==> config.mk <==
export PLATFORM = sky130hd
export DESIGN_NAME = prbs_shadow_lfsr
export DESIGN_NICKNAME = d
export VERILOG_FILES = /design/src/rtl/prbs_pkg.sv /design/src/rtl/prbs_shadow_lfsr.sv
export SDC_FILE = /design/constraint.sdc
export NUM_CORES = 1
export LEC_CHECK = 0
export CORE_AREA = 2 2 39 41
export DETAILED_ROUTE_END_ITERATION = 10
export DIE_AREA = 0 0 41 43
export PLACE_DENSITY = 0.3
export RECOVER_POWER = 25
export SYNTH_ARGS = -nofsm -noshare
export SYNTH_HDL_FRONTEND = slang
export SYNTH_SLANG_ARGS = --single-unit
==> constraint.sdc <==
create_clock -name clk -period 1.4 [get_ports clk]
set_clock_uncertainty 0.2 [all_clocks]
set_input_delay 0.14 -clock clk [delete_from_list [all_inputs] [get_ports clk]]
set_output_delay 0.14 -clock clk [all_outputs]
set_load 0.02 [all_outputs]
==> src/rtl/prbs_pkg.sv <==
// Shared types and default constants for the PRBS receive checker.
package prbs_pkg;

   typedef enum logic [1:0] {
      ST_HUNT   = 2'd0,
      ST_VERIFY = 2'd1,
      ST_LOCKED = 2'd2
   } state_e;

   localparam int unsigned PRBS3_WIDTH = 3;
   localparam logic [2:0]  PRBS3_TAPS  = 3'b101;

endpackage

==> src/rtl/prbs_shadow_lfsr.sv <==
// Shadow copy of the transmit LFSR: shifts in received bits, or its own
// prediction when flywheeling, and exposes the predicted next bit.
module prbs_shadow_lfsr
   import prbs_pkg::*;
#(
   parameter int unsigned      WIDTH    = PRBS3_WIDTH,
   parameter logic [WIDTH-1:0] TAP_MASK = WIDTH'(PRBS3_TAPS)
) (
   input  logic             clk,
   input  logic             reset,
   input  logic             shift_en,
   input  logic             flywheel,
   input  logic             in_bit,
   output logic [WIDTH-1:0] shadow,
   output logic             predicted
);

   logic [WIDTH-1:0] shadow_q, shadow_d;
   logic             nb;

   always_comb begin
      predicted = ^(shadow_q & TAP_MASK);
      nb        = flywheel ? predicted : in_bit;
      shadow_d  = shadow_q;
      if (shift_en) begin
         shadow_d = {shadow_q[WIDTH-2:0], nb};
      end
   end

   always_ff @(posedge clk or negedge reset) begin
      if (!reset) begin
         shadow_q <= '0;
      end else begin
         shadow_q <= shadow_d;
      end
   end

   assign shadow = shadow_q;

endmodule

======== Yosys cells after proc, flatten, opt, wreduce, memory -nomap -nowiden ========
Index checks and enable logic that the tools add are counted.
Widths: inputs -> output; s select.
word-level totals
  register bits ........................... 3
  input port bits ......................... 5
  output and inout bits ................... 4
  word-level logic and storage cells ...... 3
cells by class
  multiplexer cells ....................... 1
  reduce and logical (&&, ||, !) cells .... 1
operator list
  cell              number
  $reduce_xor 3->1  1
  $mux 1            1

======== Longest topological paths before layout ========
Gate-level depths: netlist of the first run.
  depth in word-level cells ............... 2
  gate-level depth with buffers ........... 3
  mapped depth without buffers ............ 3

======== Least setup slack after synthesis of the first run ========
No wires, ideal clock.
  kind .................................... flip-flop to output port
  from .................................... register shadow_q[0] (netlist: shadow[0])
  to ...................................... output predicted
  arrival ................................. 0.879 ns
  required time ........................... 1.060 ns
  path slack .............................. 0.181 ns
  stages on the path, launching flop included .. 2
  path buffers ............................ 0
  cell sequence ........................... dfrtp_1 -> xor2_1
between the ends
  cells in the longest elaborated chain, start to end .. 1
ends and longest elaborated chain
  element                   RTL line                RTL
  start: declaration        prbs_shadow_lfsr.sv:18  logic [WIDTH-1:0] shadow_q, shadow_d;
  start signal: assignment  prbs_shadow_lfsr.sv:34  shadow_q <= shadow_d;
  $reduce_xor 3->1          prbs_shadow_lfsr.sv:22  predicted = ^(shadow_q & TAP_MASK);
  end: declaration          prbs_shadow_lfsr.sv:15  output logic predicted
Every way passes these cells.

======== Worst setup path after layout of the first run ========
  from .................................... register shadow_q[2] (netlist: shadow[2])
  to ...................................... output predicted
The elaborated chain is that of the path after synthesis.

==> flow_metrics.py, run 1 <==
metrics = {
    "grt": {
        "grt_use_met3": 0.0209,
        "grt_use_met1": 0.0684,
        "track_usage": 0.0534,
        "grt_max_degree": 5,
        "grt_pass1_vias": 144,
        "top_usage_layer": "met1",
        "grt_util_met2": 0.0594,
        "grt.overflow.total": 0,
        "antenna_found_initial": 0,
        "grt_first_pass_wirelength_um": 572,
    },
    "detailed_routing": {
        "via_per_inst": 3.26,
        "drt_iter0_drc": 3,
        "wl_per_cell_um": 9.12,
        "firstDrtPassIters": 4,
        "drc": 0,
        "wl_um": 392,
        "antenna_left": 0,
        "num_vias": 140,
    },
    "clock_tree": {
        "clockBufferDepth": 2,
        "clock_sinks": 3,
        "cts_setup_buffers": 0,
        "cts_buffers": 3,
        "clkTransAtPathRegs_ps": 40,
        "clock_latency_ps": 230,
        "tritoncts": "done",
        "cts-root-buf": "clkbuf_4",
        "htree_levels": 1,
    },
    "sta": {
        "finalCriticalPeriod_ps": 1270,
        "tightest_slew_ps": 206,
        "hold_viol_final": 0,
        "rsz0062_at_grt": "no",
        "slew_violations": 0,
        "period_share": 0.910,
        "setup_slack_ps": 126,
        "hold_ws_ps": 306,
        "fmax_ghz": 0.785,
        "relSlewSlack": 0.864,
        "setup_violations": 0,
        "finalSetupTns_ps": 0,
    },
    "worst_setup_path": {
        "critPathSlowestCell": "dfrtp_1",
        "cpLargestDelayFamily": "flip-flops",
        "startpoint_type": "flop",
        "arrival_ps": 930,
        "r2r_start": "shadow[2]",
        "worst-setup-path-type": "reg2out",
        "worst_ep_required_time_ps": 1060,
        "worst-path-max-fanout": 2,
        "crit_buf_inv": 1,
        "end_kind": "primary output",
        "slowest_delay_ps": 380,
        "reg2reg_to": "shadow[0]",
        "r2r_cells": 4,
        "r2r_slack_ps": 220,
        "critical_path.cell_chain": "xor2_1 -> buf_2",
    },
    "placement": {
        "finalWeightedCongestion": 0.544,
        "io_buffers": 8,
        "hpwl_um": 300,
        "place_inst": 38,
        "place_ws_ps": -90.8,
    },
    "finish": {
        "final_cells": 43,
        "drive_above_1_share": 0.333,
        "antennaDiodeCount": 0,
        "nNetsFinal": 33,
        "mostFrequentLayoutCells": "clkbuf_4, clkdlybuf4s50_1, buf_4, dfrtp_1",
        "areaGrowthSynthToFinish_pct": 108,
        "largest_reg_flops": 3,
    },
    "run": {
        "drv_cap": 0,
    },
    "status": {
        "status": "finished clean",
    },
    "power_and_ir_drop": {
        "p_total_w": 0.000473,
        "netSwitchingFraction": 0.351,
        "p_comb_frac": 0.412,
        "pwr-share-seq": 0.272,
        "p_clk_frac": 0.316,
        "power.leakage_nw": 0.117,
        "intPower_w": 0.000307,
        "power_density_nw_per_um2": 1720,
        "vdd_drop_max_v": 0.000459,
        "power_switching_w": 0.000166,
    },
    "floorplan": {
        "dieWidth_um": 41,
        "die_area_um2": 1760,
        "ios": 9,
        "rows": 14,
        "core_area_um2": 1380,
        "start_util": 0.0958,
        "die_h_um": 43,
    },
    "yosys": {
        "ys_seq_elements": 3,
        "ys_seq_area_frac": 0.566,
        "synth_cells": 11,
        "mappedNetlistNets": 16,
        "yosysUniqueCellTypes": 7,
        "synth_warnings": 0,
        "syn_avg_cell_area_um2": 12.1,
        "netlist_area_um2": 133,
    },
    "hold_path": {
        "holdCritStartpoint": "shadow[1]",
        "hold-path-endpoint": "shadow[1]",
        "hp-class": "reg2reg",
        "holdPathStages": 1,
    },
}
==> worst max-delay path by stage <==
stage,slack [ps],end,from,depth (start not counted)
after floorplan,180,predicted,shadow[0],1
after global placement,-80,predicted,shadow[2],2
after detailed placement,-90,predicted,shadow[2],2
after CTS,0.5,predicted,shadow[2],2
after global routing,60,predicted,shadow[2],2
final,130,predicted,shadow[2],2
==> worst reg2reg max path: stages, from the launching register on <==
cell      delay [ps]
dfrtp_1          380
buf_4            150
nand2b_1         130
a21oi_1          140
a21oi_1           60
==> power groups by stage <==
stage | clock [W] | combinational (W) | sequential, W
after floorplan | 0 | 0.0000592 | 0.000168
after global placement | 0 | 0.000234 | 0.000130
after detailed placement | 0 | 0.000235 | 0.000131
after CTS | 0.000159 | 0.000218 | 0.000129
after global routing | 0.000165 | 0.000213 | 0.000133
final | 0.000149 | 0.000195 | 0.000129
==> kinds of logic (layout without fill, tap and decap cells) <==
family                 count (synthesis)  after routing  share of synthesized area
multiplexers                           2              2                      0.170
flip-flops                             3              3                      0.566
XOR/XNOR                               1              1                     0.0660
AO/OA/AOI/OAI                          3              3                      0.113
AND/OR/NAND/NOR                        2              2                     0.0849
buffers and inverters                  0             16                          0
==> cells in the mapped netlist (all sizes together) <==
cell type  count  share of area
mux2           2           0.17
o21ai          1          0.038
dfrtp          3           0.57
nand2b         1          0.047
a21oi          2          0.075
xor2           1          0.066
nand3          1          0.038
==> metal layers <==
layer	part of all wire	wire (µm)
met1	0.45	178
met2	0.38	150
met3	0.16	63
met4	0	0
met5	0	0
==> stage by stage <==
stage	util	cell area (µm²)
floorplan	-	133
global placement	0.184	255
detailed placement	0.184	255
CTS	0.211	292
global route	0.199	275
finish	0.199	275
==> repair_timing <==
item / 4_1_cts / 5_1_grt
hold buffers: 1 / 0
endpoints found under the hold margin: 3 / 0
gates resized for setup: 8 / 3
setup endpoints to repair: 4 / 3
gates cloned: 0 / 0
==> final cells by class <==
cell class / instances / area [µm²]
Clock buffer: 4 / 26.3
Multi-Input combinational cell: 8 / 57.6
Sequential cell: 3 / 75.1
Timing Repair Buffer: 12 / 96.3
Fill cell: 157 / 1110
Tap cell: 16 / 20.0
Note: power is estimated with default switching activity, not from simulation.
==> inputs of run 2 (changes only) <==
--- a/config.mk
+++ b/config.mk
@@ -8,7 +8,6 @@
 export CORE_AREA = 2 2 39 41
 export DETAILED_ROUTE_END_ITERATION = 10
 export DIE_AREA = 0 0 41 43
-export PLACE_DENSITY = 0.3
 export RECOVER_POWER = 25
 export SYNTH_ARGS = -nofsm -noshare
 export SYNTH_HDL_FRONTEND = slang
==> run 2 against run 1 <==
Compared with the run above: critical path depth unchanged; sequential share of layout area unchanged; final cell count unchanged; flip-flop and latch count unchanged; utilization unchanged; global-route usage decreased by 1.1 points; maximum frequency increased by 0.75%; die area unchanged; largest cell class unchanged.
==> flow_metrics.py, run 2 (synthesis gave the netlist of run 1 again) <==
metrics = {
    "power_and_ir_drop": {
        "intPower_w": 0.000313,
        "power_density_nw_per_um2": 1710,
        "power.leakage_nw": 0.117,
        "p_clk_frac": 0.311,
        "p_comb_frac": 0.411,
        "pwr-share-seq": 0.278,
        "netSwitchingFraction": 0.335,
        "power_switching_w": 0.000158,
        "vdd_drop_max_v": 0.000252,
    },
    "placement": {
        "finalWeightedCongestion": 0.522,
        "placement.cell_area_um2": 255,
        "place_ws_ps": -66.5,
        "io_buffers": 8,
    },
    "worst_setup_path": {
        "startpoint": "shadow[0]",
        "worstSetupEndpoint": "predicted",
        "arrival_ps": 920,
        "r2r_slack_ps": 240,
        "worst_ep_required_time_ps": 1060,
        "worst-path-max-fanout": 3,
        "end_kind": "primary output",
        "worst-setup-path-type": "reg2out",
        "startpoint_type": "flop",
        "reg2reg_to": "shadow[0]",
        "r2r_start": "shadow[2]",
        "r2r_cells": 4,
    },
    "status": {
        "status": "finished clean",
    },
    "sta": {
        "hold_viol_final": 0,
        "tightest_slew_ps": 204,
        "finalSetupTns_ps": 0,
        "hold_ws_ps": 303,
        "finalCriticalPeriod_ps": 1260,
        "period_share": 0.904,
        "fmax_ghz": 0.791,
        "relSlewSlack": 0.865,
        "rsz0062_at_grt": "no",
        "setup_slack_ps": 135,
        "slew_violations": 0,
        "setup_violations": 0,
    },
    "clock_tree": {
        "clockBufferDepth": 2,
        "htree_levels": 1,
        "clock_sinks": 3,
        "tritoncts": "done",
        "clkTransAtPathRegs_ps": 30,
        "cts-root-buf": "clkbuf_4",
        "cts_buffers": 3,
        "clock_latency_ps": 230,
    },
    "floorplan": {
        "die_h_um": 43,
        "rows": 14,
        "core_area_um2": 1380,
        "die_area_um2": 1760,
        "ios": 9,
        "dieWidth_um": 41,
        "start_util": 0.0958,
    },
    "finish": {
        "fillers": 159,
        "mostFrequentLayoutCells": "clkbuf_4, clkdlybuf4s50_1, buf_4, dfrtp_1",
        "areaGrowthSynthToFinish_pct": 108,
        "drive_above_1_share": 0.333,
        "nNetsFinal": 33,
        "largest_reg_flops": 3,
        "antennaDiodeCount": 0,
        "fin_util": 0.199,
        "finalInstanceArea_um2": 275,
    },
    "grt": {
        "grt_max_degree": 5,
        "grt_pass1_vias": 125,
        "grt.overflow.total": 0,
        "grt_first_pass_wirelength_um": 407,
        "antenna_found_initial": 0,
        "track_usage": 0.0423,
    },
    "detailed_routing": {
        "antenna_left": 0,
        "num_vias": 131,
        "drc": 0,
        "via_per_inst": 3.05,
        "wl_um": 286,
        "drt_iter0_drc": 1,
        "firstDrtPassIters": 2,
        "wl_per_cell_um": 6.65,
    },
    "hold_path": {
        "hp-class": "reg2reg",
    },
    "run": {
        "drv_cap": 0,
    },
}
[run 2: cell counts in the layout (fill, tap and decap cells not counted)]
No cell type changed its count.
[run 2: per-layer routing]
metal	wire [µm]	global-route usage	vias up	part of all wire
li1	-	-	70	-
met1	109	0.0325	55	0.38
met2	138	0.0438	6	0.48
met3	39	0.0314	0	0.14
met4	0	0.0800	0	0
met5	0	0	-	0
[run 2: cell type report]
class                           count  area (µm²)  share of cell area
Multi-Input combinational cell      8        57.6               0.209
Sequential cell                     3        75.1               0.273
Clock buffer                        4        26.3              0.0955
Tap cell                           16        20.0              0.0727
Timing Repair Buffer               12        96.3               0.350
[run 2: power by group through the flow]
stage	Clock [W]	Combinational, W	Sequential (W)
after CTS	0.000156	0.000216	0.000131
after floorplan	0	0.0000592	0.000168
after detailed placement	0	0.000233	0.000133
final	0.000146	0.000194	0.000131
after global routing	0.000158	0.000212	0.000134
after global placement	0	0.000232	0.000132
[run 2: repair_timing]
action / CTS / global route
endpoints found under the hold margin: 3 / 0
gates resized for setup: 8 / 3
buffers inserted: 0 / 0
hold buffers: 1 / 0
setup endpoints to repair: 4 / 3
[run 2: critical path, cell delays in order, from the launching register on]
cell and delay [ps]:
dfrtp_1 400, xor2_1 140, buf_2 160
[run 2: worst min-delay path by stage]
stage,start,end,slack [ps],cells after the start
global placement,reset,shadow[0],130,1
finish,shadow[1],shadow[1],300,1
floorplan,reset,shadow[0],-360,0
global route,shadow[1],shadow[1],340,1
CTS,shadow[1],shadow[1],320,1
detailed placement,reset,shadow[0],130,1
[run 2: per-stage QoR]
step | total power, W | cells
2_1_floorplan | 0.000227 | 11
3_3_place_gp | 0.000364 | 38
3_5_place_dp | 0.000365 | 38
4_1_cts | 0.000503 | 43
5_1_grt | 0.000504 | 43
6_report | 0.000470 | 43
